`src/rtl/unique_stats_pkg.sv`:
```
// rtl/unique_stats_pkg.sv - shared types and constants for the unique statistics engine
//
// Purpose: element/accumulator widths, iteration count, FSM state encoding and
//          the element-count clamp shared by the engine and its multiplier.
package unique_stats_pkg;

  localparam int DATA_W    = 8;
  localparam int MAX_ELEM  = 9;
  localparam int SUM_W     = DATA_W + 4;
  localparam int SQ_W      = 2 * DATA_W + 4;
  localparam int MUL_ITERS = 8;
  localparam int CNT_W     = 4;

  typedef enum logic [2:0] {
    IDLE,
    CAPTURE,
    MUL,
    ACC,
    DONE
  } state_t;

  // Counts above the slot count are clamped; the overflow is reported separately.
  function automatic logic [CNT_W-1:0] clamp_count(input logic [CNT_W-1:0] c);
    return (c > CNT_W'(MAX_ELEM)) ? CNT_W'(MAX_ELEM) : c;
  endfunction

endpackage

```
`src/rtl/unique_stats_engine_peasant_mult_seq.sv`:
```
// rtl/unique_stats_engine_peasant_mult_seq.sv - sequential shift-add 8x8 multiplier
//
// Purpose: computes a*b in exactly MUL_ITERS cycles after a start pulse.
// Ports:
//   clk, rst        clock, asynchronous active-high reset
//   start           load operands and clear the product (1 cycle)
//   a, b            multiplicand and multiplier, sampled on start
//   done            1-cycle pulse during the cycle of the final iteration;
//                   product is final from the following edge
//   product         16-bit running / final product
module peasant_mult_seq
  import unique_stats_pkg::*;
(
  input  logic                  clk,
  input  logic                  rst,
  input  logic                  start,
  input  logic [DATA_W-1:0]     a,
  input  logic [DATA_W-1:0]     b,
  output logic                  done,
  output logic [2*DATA_W-1:0]   product
);

  logic [2*DATA_W-1:0] mcand_q;
  logic [2*DATA_W-1:0] prod_q;
  logic [DATA_W-1:0]   mplier_q;
  logic [2:0]          iter_q;
  logic                busy_q;

  always_ff @(posedge clk or posedge rst) begin
    if (rst) begin
      mcand_q  <= '0;
      prod_q   <= '0;
      mplier_q <= '0;
      iter_q   <= '0;
      busy_q   <= 1'b0;
    end else if (start) begin
      mcand_q  <= {{DATA_W{1'b0}}, a};
      mplier_q <= b;
      prod_q   <= '0;
      iter_q   <= '0;
      busy_q   <= 1'b1;
    end else if (busy_q) begin
      if (mplier_q[0]) begin
        prod_q <= prod_q + mcand_q;
      end
      mcand_q  <= mcand_q << 1;
      mplier_q <= mplier_q >> 1;
      iter_q   <= iter_q + 3'd1;
      if (iter_q == 3'(MUL_ITERS - 1)) begin
        busy_q <= 1'b0;
      end
    end
  end

  // Signalled during the last iteration so the parent can leave MUL on the
  // same edge that writes the final product.
  assign done    = busy_q && (iter_q == 3'(MUL_ITERS - 1));
  assign product = prod_q;

endmodule

```
`src/rtl/unique_stats_engine.sv`:
```
// rtl/unique_stats_engine.sv - min/max/range/sum/sum-of-squares over one deduplicated frame
//
// Purpose: accepts up to nine unique values plus a count, walks them one at a
//          time (8 multiply cycles + 1 accumulate cycle each) and presents the
//          statistics on a valid/ready handshake.
// Ports:
//   clk, rst                 clock, asynchronous active-high reset
//   in_valid / in_ready      frame handshake; in_ready is high only in IDLE
//   in1..in9, in_count       element values and number of valid elements
//   out_valid / out_ready    result handshake; results held while stalled
//   min_val, max_val         smallest / largest valid element
//   range_val                max_val - min_val
//   sum, sum_sq              sum and sum of squares of valid elements
//   out_count, cnt_err       clamped count used, and in_count > 9 flag
module unique_stats_engine
  import unique_stats_pkg::*;
(
  input  logic              clk,
  input  logic              rst,
  input  logic              in_valid,
  output logic              in_ready,
  input  logic [DATA_W-1:0] in1,
  input  logic [DATA_W-1:0] in2,
  input  logic [DATA_W-1:0] in3,
  input  logic [DATA_W-1:0] in4,
  input  logic [DATA_W-1:0] in5,
  input  logic [DATA_W-1:0] in6,
  input  logic [DATA_W-1:0] in7,
  input  logic [DATA_W-1:0] in8,
  input  logic [DATA_W-1:0] in9,
  input  logic [CNT_W-1:0]  in_count,
  output logic              out_valid,
  input  logic              out_ready,
  output logic [DATA_W-1:0] min_val,
  output logic [DATA_W-1:0] max_val,
  output logic [DATA_W-1:0] range_val,
  output logic [SUM_W-1:0]  sum,
  output logic [SQ_W-1:0]   sum_sq,
  output logic [CNT_W-1:0]  out_count,
  output logic              cnt_err
);

  state_t state_q, state_d;

  logic [DATA_W-1:0]   elem_q [MAX_ELEM];
  logic [CNT_W-1:0]    n_q;
  logic [CNT_W-1:0]    idx_q;
  logic                err_q;
  logic [SUM_W-1:0]    acc_sum_q;
  logic [SQ_W-1:0]     acc_sq_q;
  logic [DATA_W-1:0]   acc_min_q;
  logic [DATA_W-1:0]   acc_max_q;

  logic                mul_start;
  logic [CNT_W-1:0]    mul_idx;
  logic                mul_done;
  logic [2*DATA_W-1:0] mul_product;

  logic                accept;
  logic                last_elem;
  logic [DATA_W-1:0]   elem_cur;
  logic [SUM_W-1:0]    sum_nx;
  logic [SQ_W-1:0]     sq_nx;
  logic [DATA_W-1:0]   min_nx;
  logic [DATA_W-1:0]   max_nx;

  assign in_ready  = (state_q == IDLE);
  assign out_valid = (state_q == DONE);
  assign accept    = in_ready && in_valid;
  assign last_elem = ((idx_q + CNT_W'(1)) == n_q);

  // Squaring: the element is both multiplicand and multiplier.
  peasant_mult_seq u_mult (
    .clk     (clk),
    .rst     (rst),
    .start   (mul_start),
    .a       (elem_q[mul_idx]),
    .b       (elem_q[mul_idx]),
    .done    (mul_done),
    .product (mul_product)
  );

  // Values produced by the ACC cycle for the element at idx_q.
  assign elem_cur = elem_q[idx_q];
  assign sum_nx   = acc_sum_q + SUM_W'(elem_cur);
  assign sq_nx    = acc_sq_q + SQ_W'(mul_product);
  assign min_nx   = (elem_cur < acc_min_q) ? elem_cur : acc_min_q;
  assign max_nx   = (elem_cur > acc_max_q) ? elem_cur : acc_max_q;

  always_ff @(posedge clk or posedge rst) begin
    if (rst) begin
      state_q <= IDLE;
    end else begin
      state_q <= state_d;
    end
  end

  // The multiplier is started on the edge that enters MUL, so its eight
  // iterations line up exactly with the eight MUL cycles.
  always_comb begin
    state_d   = state_q;
    mul_start = 1'b0;
    mul_idx   = '0;
    case (state_q)
      IDLE: begin
        if (in_valid) begin
          state_d = CAPTURE;
        end
      end
      CAPTURE: begin
        if (n_q == '0) begin
          state_d = DONE;
        end else begin
          state_d   = MUL;
          mul_start = 1'b1;
          mul_idx   = '0;
        end
      end
      MUL: begin
        if (mul_done) begin
          state_d = ACC;
        end
      end
      ACC: begin
        if (last_elem) begin
          state_d = DONE;
        end else begin
          state_d   = MUL;
          mul_start = 1'b1;
          mul_idx   = idx_q + CNT_W'(1);
        end
      end
      DONE: begin
        if (out_ready) begin
          state_d = IDLE;
        end
      end
      default: state_d = IDLE;
    endcase
  end

  always_ff @(posedge clk or posedge rst) begin
    if (rst) begin
      for (int i = 0; i < MAX_ELEM; i++) begin
        elem_q[i] <= '0;
      end
      n_q       <= '0;
      idx_q     <= '0;
      err_q     <= 1'b0;
      acc_sum_q <= '0;
      acc_sq_q  <= '0;
      acc_min_q <= '0;
      acc_max_q <= '0;
      min_val   <= '0;
      max_val   <= '0;
      range_val <= '0;
      sum       <= '0;
      sum_sq    <= '0;
      out_count <= '0;
      cnt_err   <= 1'b0;
    end else begin
      if (accept) begin
        elem_q[0] <= in1;
        elem_q[1] <= in2;
        elem_q[2] <= in3;
        elem_q[3] <= in4;
        elem_q[4] <= in5;
        elem_q[5] <= in6;
        elem_q[6] <= in7;
        elem_q[7] <= in8;
        elem_q[8] <= in9;
        n_q       <= clamp_count(in_count);
        err_q     <= (in_count > CNT_W'(MAX_ELEM));
        idx_q     <= '0;
        acc_sum_q <= '0;
        acc_sq_q  <= '0;
        acc_min_q <= '1;
        acc_max_q <= '0;
      end

      // Empty frame: min would otherwise report the 8'hFF seed.
      if ((state_q == CAPTURE) && (n_q == '0)) begin
        min_val   <= '0;
        max_val   <= '0;
        range_val <= '0;
        sum       <= '0;
        sum_sq    <= '0;
        out_count <= '0;
        cnt_err   <= err_q;
      end

      if (state_q == ACC) begin
        acc_sum_q <= sum_nx;
        acc_sq_q  <= sq_nx;
        acc_min_q <= min_nx;
        acc_max_q <= max_nx;
        idx_q     <= idx_q + CNT_W'(1);
        if (last_elem) begin
          min_val   <= min_nx;
          max_val   <= max_nx;
          range_val <= max_nx - min_nx;
          sum       <= sum_nx;
          sum_sq    <= sq_nx;
          out_count <= n_q;
          cnt_err   <= err_q;
        end
      end
    end
  end

endmodule
```
`config.mk`:
```
export PLATFORM = sky130hd
export DESIGN_NAME = unique_stats_engine
export DESIGN_NICKNAME = d
export VERILOG_FILES = /design/src/rtl/unique_stats_pkg.sv /design/src/rtl/unique_stats_engine_peasant_mult_seq.sv /design/src/rtl/unique_stats_engine.sv
export SDC_FILE = /design/constraint.sdc
export NUM_CORES = 1
export LEC_CHECK = 0
export BUFFER_PORTS_ARGS = -buffer_cell sky130_fd_sc_hd__buf_2
export CAP_MARGIN = 10
export CORE_MARGIN = 8
export CORE_UTILIZATION = 64
export DETAILED_ROUTE_END_ITERATION = 10
export PLACE_DENSITY = 0.86
export SYNTH_ARGS = -nofsm -noshare
export SYNTH_HDL_FRONTEND = slang
export SYNTH_HIERARCHICAL = 1
export SYNTH_SLANG_ARGS = --single-unit
```
`constraint.sdc`:
```
create_clock -name clk -period 10.55 [get_ports clk]
set_input_delay 1.5825 -clock clk [delete_from_list [all_inputs] [get_ports clk]]
set_output_delay 1.5825 -clock clk [all_outputs]
set_load 0.05 [all_outputs]
```
# Word level (Yosys, flattened, before mapping)
# Cells that the tools add are included.
# op_classes
n_addsub,6
n_lt_le_gt_ge,5
n_eq_ne,9
mux,63
bitwise,2
n_reduce_logical,10
# ops
operator,count
$mux 8,21
$mux 20,5
$mux 16,5
$bmux 8 s4,2
$mux 12,5
$mux 4,8
$mux 3,7
$add 20x16->20,1
$add 16x16->16,1
$pmux 3 s5,1
$add 12x8->12,1
$ge 5x5->1 const B,2
$not 4->5,2
$gt 8x8->1,1
$lt 8x8->1,1
$mux 1,8
$sub 8x8->8,1
$eq 3x2->1 const B,2
$eq 3x3->1 const B,2
$reduce_bool 2->1,3
$add 4x1->4 const B,1
$eq 4x4->1,1
$gt 4x4->1 const B,1
$logic_not 4->1,1
other kinds (9),12
# totals
regBits,237
inputBits,80
out_inout_bits,63
elab_cells,124

# Logic depth before layout (Yosys ltp)
# depth
ltp_word,9
depth_mapped,23
depth_no_buf,20

# Cells and area by module
# Netlist, hierarchy kept.
# by_module_without_submodules
mod,instances,cells_each,area_per_inst_um2,seq_area_each_um2
unique_stats_engine,1,1002,10617.7,4829.6
peasant_mult_seq,1,272,2670.1,1101.1

# Least setup slack after synthesis
# Ideal clock, no wire load.
# synth_path
path_type,reg2reg
startpoint,reg idx_q[0]
endpoint,reg range_val[7]
setup_time_ns,0.129
arrival_time_ns,4.438
t_required_ns,10.421
slack_ns,5.983
stages_incl_launch_ff,23
path_buffers,3
period_less_slack_ns,4.567
path_cell_list,dfrtp_1 > buf_6 > buf_6 > buf_4 > mux4_2 > mux2i_1 > o21ai_1 > ha_1 > nand4_1 > a21oi_1 > a211oi_1 > a21oi_2 > mux2i_1 > inv_1 > ha_1 > nor2b_1 > o21ai_0 > a21boi_0 > o21ai_0 > a21oi_1 > xnor2_1 > xnor2_1 > o21ai_1
# synth_between
elab_chain_cells,9
word_cells_on_any_way,13
cone_classes,add/sub: 2; order compare: 2; eq/ne: 1; mux: 7; bitwise: 1
# synth_rtl
element,line_no,text
"start, declared",unique_stats_engine.sv:47,logic [CNT_W-1:0] idx_q;
"start signal, assigned",unique_stats_engine.sv:197,idx_q <= idx_q + CNT_W'(1);
$not 4->5 (not written as such),unique_stats_engine.sv:84,assign elem_cur = elem_q[idx_q];
$bmux 8 s4,unique_stats_engine.sv:84,
$mux 8 (not written as such) (2 in a row),unique_stats_engine.sv:84,
$gt 8x8->1 / $lt 8x8->1 (equally long branches),"unique_stats_engine.sv:88, unique_stats_engine.sv:87",
$mux 8 (on tied branches),"unique_stats_engine.sv:88, unique_stats_engine.sv:87",
$sub 8x8->8,unique_stats_engine.sv:201,range_val <= max_nx - min_nx;
$mux 8 *,unique_stats_engine.sv:198,if (last_elem) begin
$mux 8 *,unique_stats_engine.sv:192,if (state_q == ACC) begin
"end signal, assigned",unique_stats_engine.sv:201,
"end, declared",unique_stats_engine.sv:36,"output logic [DATA_W-1:0] range_val,"
# Every way passes the cells marked *; elsewhere a longest branch is shown, timed or not. The select of a mux whose other input is x is not followed.
# A chain may end at the register's enable or synchronous reset.

# Worst setup path after layout
# layout_path
startpoint,reg idx_q[1]
endpoint,reg range_val[7]
# Same word-level chain as after synthesis.

==> results <==
- At the later pin of the worst-skew pair, clock insertion delay measures 530 ps.
- The worst-case hold path end point is sum[7].
- The number of iterations in the first detailed-routing pass is 5.
- The final layout contains 1538 nets.
- Routability-driven placement finished with a final weighted congestion of 1.044.
- Summing all multi-input logic gate instances after layout gives 6877 um2.
- In this run the remaining antenna-violating nets after routing total 0.
- In the global route stage, overall resource usage came out at 26.14%.
- The source of the worst hold timing path is sum[7].
- The number of cells traversed by the worst register-to-register path is 18.
- For this run, the register share of the synthesized area comes to 44.63%.
- The top cell types in the final layout, fill and taps aside, are sky130_fd_sc_hd__dfrtp_1 (237), sky130_fd_sc_hd__nand2_1 (169), sky130_fd_sc_hd__buf_2 (142), sky130_fd_sc_hd__o21ai_0 (112), sky130_fd_sc_hd__mux2_2 (84).
- The average instance in the mapped netlist occupies 10.43 um2.
- The hold-critical path depth is 2.
- The area overhead of the layout relative to synthesis is 12.48%.
- The clock buffer count from CTS is 25.
- The total count of max-transition violations in the final report is 0.
- The final-layout fill cell count is 1424.
- The aggregate global routing overflow is 0.
- In this run, distinct cell masters in the synthesized netlist total 83.
- The highest clock rate is 179.9 MHz.
- The area of the die is 25630 um2.
- The via count of the first global-routing pass is 10.65k.
- Summing all flip-flop and latch instances after layout gives 5931 um2.
- The count of max-cap constraint violations is 0.
- The post-route worst setup slack is 4991 ps.
- The worst reg2reg path startpoint is idx_q[1].
- The headroom to the max-slew limit is 34.16%.
- The post-detailed-route DRC marker count is 0.
- The post-route setup TNS is 0 ps.
- The number of rows in the core area is 52.
- STA classifies the critical path startpoint as a flop.
- The clock slew at the register clock pins of the worst setup and hold paths is 60 ps.
- The mean routed wirelength per cell is 20.08 um.
- The critical path capture point type is a flop.
- sky130_fd_sc_hd__dfrtp_1 takes more of the synthesized area than any other cell.
- Sorting the synthesized cells by area gives the leading types as sky130_fd_sc_hd__dfrtp_1 (45%), sky130_fd_sc_hd__mux2_2 (7.1%), sky130_fd_sc_hd__ha_1 (6.0%).
- During synthesis, Yosys emitted a total of 6 warnings.
- The number of gates resized after CTS was 0.
- Of all nets on the critical path, the largest fanout is 22.
- The overall routed net length is 33640 um.
- The first global-routing pass estimated 55410 um of wire.
- After floorplanning, the core was sized to cover 20300 um2.
- The path class of the tightest hold or removal check is reg -> reg.
- The final-report hold violation count was 0.
- In this run the power density over the cells is 355.7 nW/um2.
- For flop-to-flop paths, the worst setup slack is 4990 ps.
- The setup-violating endpoint count in the final report is 0.
- Once detailed placement completed, the half-perimeter wirelength came to 23980 um.
- The initial cell density of the core is 65.46%.
- The number of clock sinks is 237.
- The number of synthesized register bits is 237.
- The overall die height is 160.1 um.
- The arrival time reported for the critical path endpoint is 5960 ps.
- The endpoint of the most critical register-to-register path is range_val[7].
- The first routing iteration left 819 violations.
- The sum of internal, switching and leakage power is 5.316 mW.
- The H-tree depth reported by CTS is 1.
- The average via count per standard cell is 6.174.
- CTS placed an instance of sky130_fd_sc_hd__clkbuf_16 at the clock tree root.
- Setup repair after global routing left no endpoint under its margin.
- The run finished with clean final reports.
- Entering global routing, the biggest net connects 124 pins.
- The startpoint-to-endpoint class of the critical path is reg -> reg.
- The count of mapped cells out of synthesis is 1274.
- The TritonCTS clock tree is built.
- IR analysis of the VDD net gives a maximum drop of 0.0002487 V.
- The hold buffer count at cts is 0.
- The width of the die is 160.1 um.
- Cells with a size suffix above 1 make up 24.70% of the layout.
- The number of antenna violations at the first check in global routing came to 0.
- The synthesized netlist net count is 1422.
- The number of flops mapped to enable cells by yosys is 0.
- In this run the post-CTS setup repair buffer count came out at 0.
- For this run, the leading register cell type out of synthesis is sky130_fd_sc_hd__dfrtp_1.
- The leakage power is 7.241 nW.
- After synthesis, the share of flip-flops with an asynchronous set or reset is 100.0%.
- In this run the count of I/O pins placed on the die edge is 143.
- Across the routed clock network, the largest skew measured is 21.67 ps.
- Port buffering added 142 buffers.
- Data on the critical path is required at its endpoint by 10950 ps.
- The leading cell type in the layout, fill and taps excluded is sky130_fd_sc_hd__dfrtp_1.
- After synthesis, the largest area contributor takes up 44.63% of total cell area.
- For the finished layout, the period the worst path requires is 5559 ps.
- At the placement stage, the worst setup path has a slack of 5071 ps.
- In this run the deepest clock path goes through 3 buffers.
- The number of antenna diodes is 0.
- The ratio of final minimum period to clock period is 52.69%.
- Summing every instance area after synthesis gives 13290 um2.
- The routed layout has 10.34k vias.
- The slew at the pin closest to its max-slew limit is 980.1 ps.
-- cell families (layout without fill, tap and decap cells) --
family / after synthesis / after routing / share of synthesized area, %
buf+inv: 110 / 241 / 3.766
fa+ha+maj: 68 / 68 / 6.629
mux: 150 / 150 / 13.60
simple gates: 337 / 337 / 11.64
compound gates: 324 / 324 / 16.57
xor+xnor: 48 / 48 / 3.164
flops: 237 / 237 / 44.63
-- synthesized netlist by cell type (all sizes together), types with 3 or more instances --
| library cell | number |
|---|---|
| nor3 | 10 |
| mux4 | 16 |
| or3 | 6 |
| o31ai | 11 |
| xnor2 | 27 |
| mux2i | 50 |
| dfrtp | 237 |
| buf | 32 |
| nor2 | 61 |
| nor2b | 6 |
| nand4 | 6 |
| and2 | 5 |
| clkbuf | 33 |
| o22ai | 3 |
| o221a | 7 |
| o21a | 16 |
| o211ai | 3 |
| nand2 | 173 |
| o21bai | 3 |
| nand3 | 42 |
| xor2 | 21 |
| a22o | 15 |
| a21o | 24 |
| fa | 4 |
| ha | 64 |
| o21ai | 125 |
| nand2b | 12 |
| a211oi | 20 |
| a21oi | 55 |
| inv | 44 |
| and3 | 8 |
| mux2 | 84 |
| a32o | 7 |
| o22a | 8 |
| a31oi | 5 |
-- final cells by class --
| cell class | instances | area share [%] |
|---|---|---|
| timing repair buffer | 154 | 5.576 |
| tap | 270 | 2.260 |
| inverter | 45 | 1.180 |
| multi-input combinational | 927 | 46.01 |
| sequential | 237 | 39.68 |
| clock buffer | 32 | 4.563 |
| clock inverter | 10 | 0.7283 |
-- critical path, cell delays in order (launching register included) --
cell,delay (ps)
sky130_fd_sc_hd__dfrtp_1,940
sky130_fd_sc_hd__mux4_2,350
sky130_fd_sc_hd__mux2i_1,60
sky130_fd_sc_hd__o21ai_0,780
sky130_fd_sc_hd__ha_1,400
sky130_fd_sc_hd__a21o_1,160
sky130_fd_sc_hd__a21oi_1,160
sky130_fd_sc_hd__and2_1,700
sky130_fd_sc_hd__nor2_1,110
sky130_fd_sc_hd__a21oi_2,190
sky130_fd_sc_hd__ha_1,260
sky130_fd_sc_hd__nor2b_1,130
sky130_fd_sc_hd__o21ai_0,220
sky130_fd_sc_hd__a21boi_0,170
sky130_fd_sc_hd__o21ai_0,250
sky130_fd_sc_hd__a21oi_1,130
sky130_fd_sc_hd__xnor2_1,150
sky130_fd_sc_hd__xnor2_1,180
sky130_fd_sc_hd__o21ai_1,80
-- per-layer routing --
metal | vias up | wire length, um | track usage [%]
met5 | - | 0 | 0
met4 | 0 | 1240 | 9.558
met3 | 83 | 2372 | 6.067
met2 | 396 | 15490 | 41.93
met1 | 5048 | 14530 | 34.14
li1 | 4814 | - | -
-- how the worst max path moves through the flow --
stage	startpoint	slack (ps)	cells after the start	endpoint
2_1_floorplan	rst	3710	1	acc_max_q[0]
3_3_place_gp	idx_q[1]	5270	18	range_val[7]
3_5_place_dp	idx_q[1]	5070	18	range_val[7]
4_1_cts	idx_q[1]	5020	18	range_val[7]
5_1_grt	idx_q[1]	4610	18	range_val[7]
6_report	idx_q[1]	4990	18	range_val[7]
-- state kept, by name, indices dropped and copies added (netlist names), 3 cells and up --
signal	cells
range_val	8
acc_sum_q	12
u_mult/iter_q	3
acc_sq_q	20
u_mult/mcand_q	16
acc_min_q	8
n_q	4
idx_q	4
min_val	8
out_count	4
state_q	3
sum_sq	20
u_mult/mplier_q	8
acc_max_q	8
sum	12
u_mult/product	16
max_val	8
elem_q	72
-- per-stage QoR --
step	hold WS (ps)	area, um2	utilization [%]	instances
floorplan	452.4	13290	-	1274
global placement	456.3	14110	69.50	1631
detailed placement	464.6	14110	69.50	1631
CTS	478.3	14900	73.39	1673
global route	494.6	14950	73.63	1675
finish	470.7	14950	73.63	1675
-- where the power goes --
| part | total [mW] | internal (mW) | switching [mW] |
|---|---|---|---|
| registers | 1.60 | 1.25 | 0.353 |
| logic | 2.86 | 1.15 | 1.71 |
| clock network | 0.856 | 0.502 | 0.354 |
| total | 5.32 | 2.90 | 2.42 |
No activity file was read; power rests on OpenSTA's default activity.
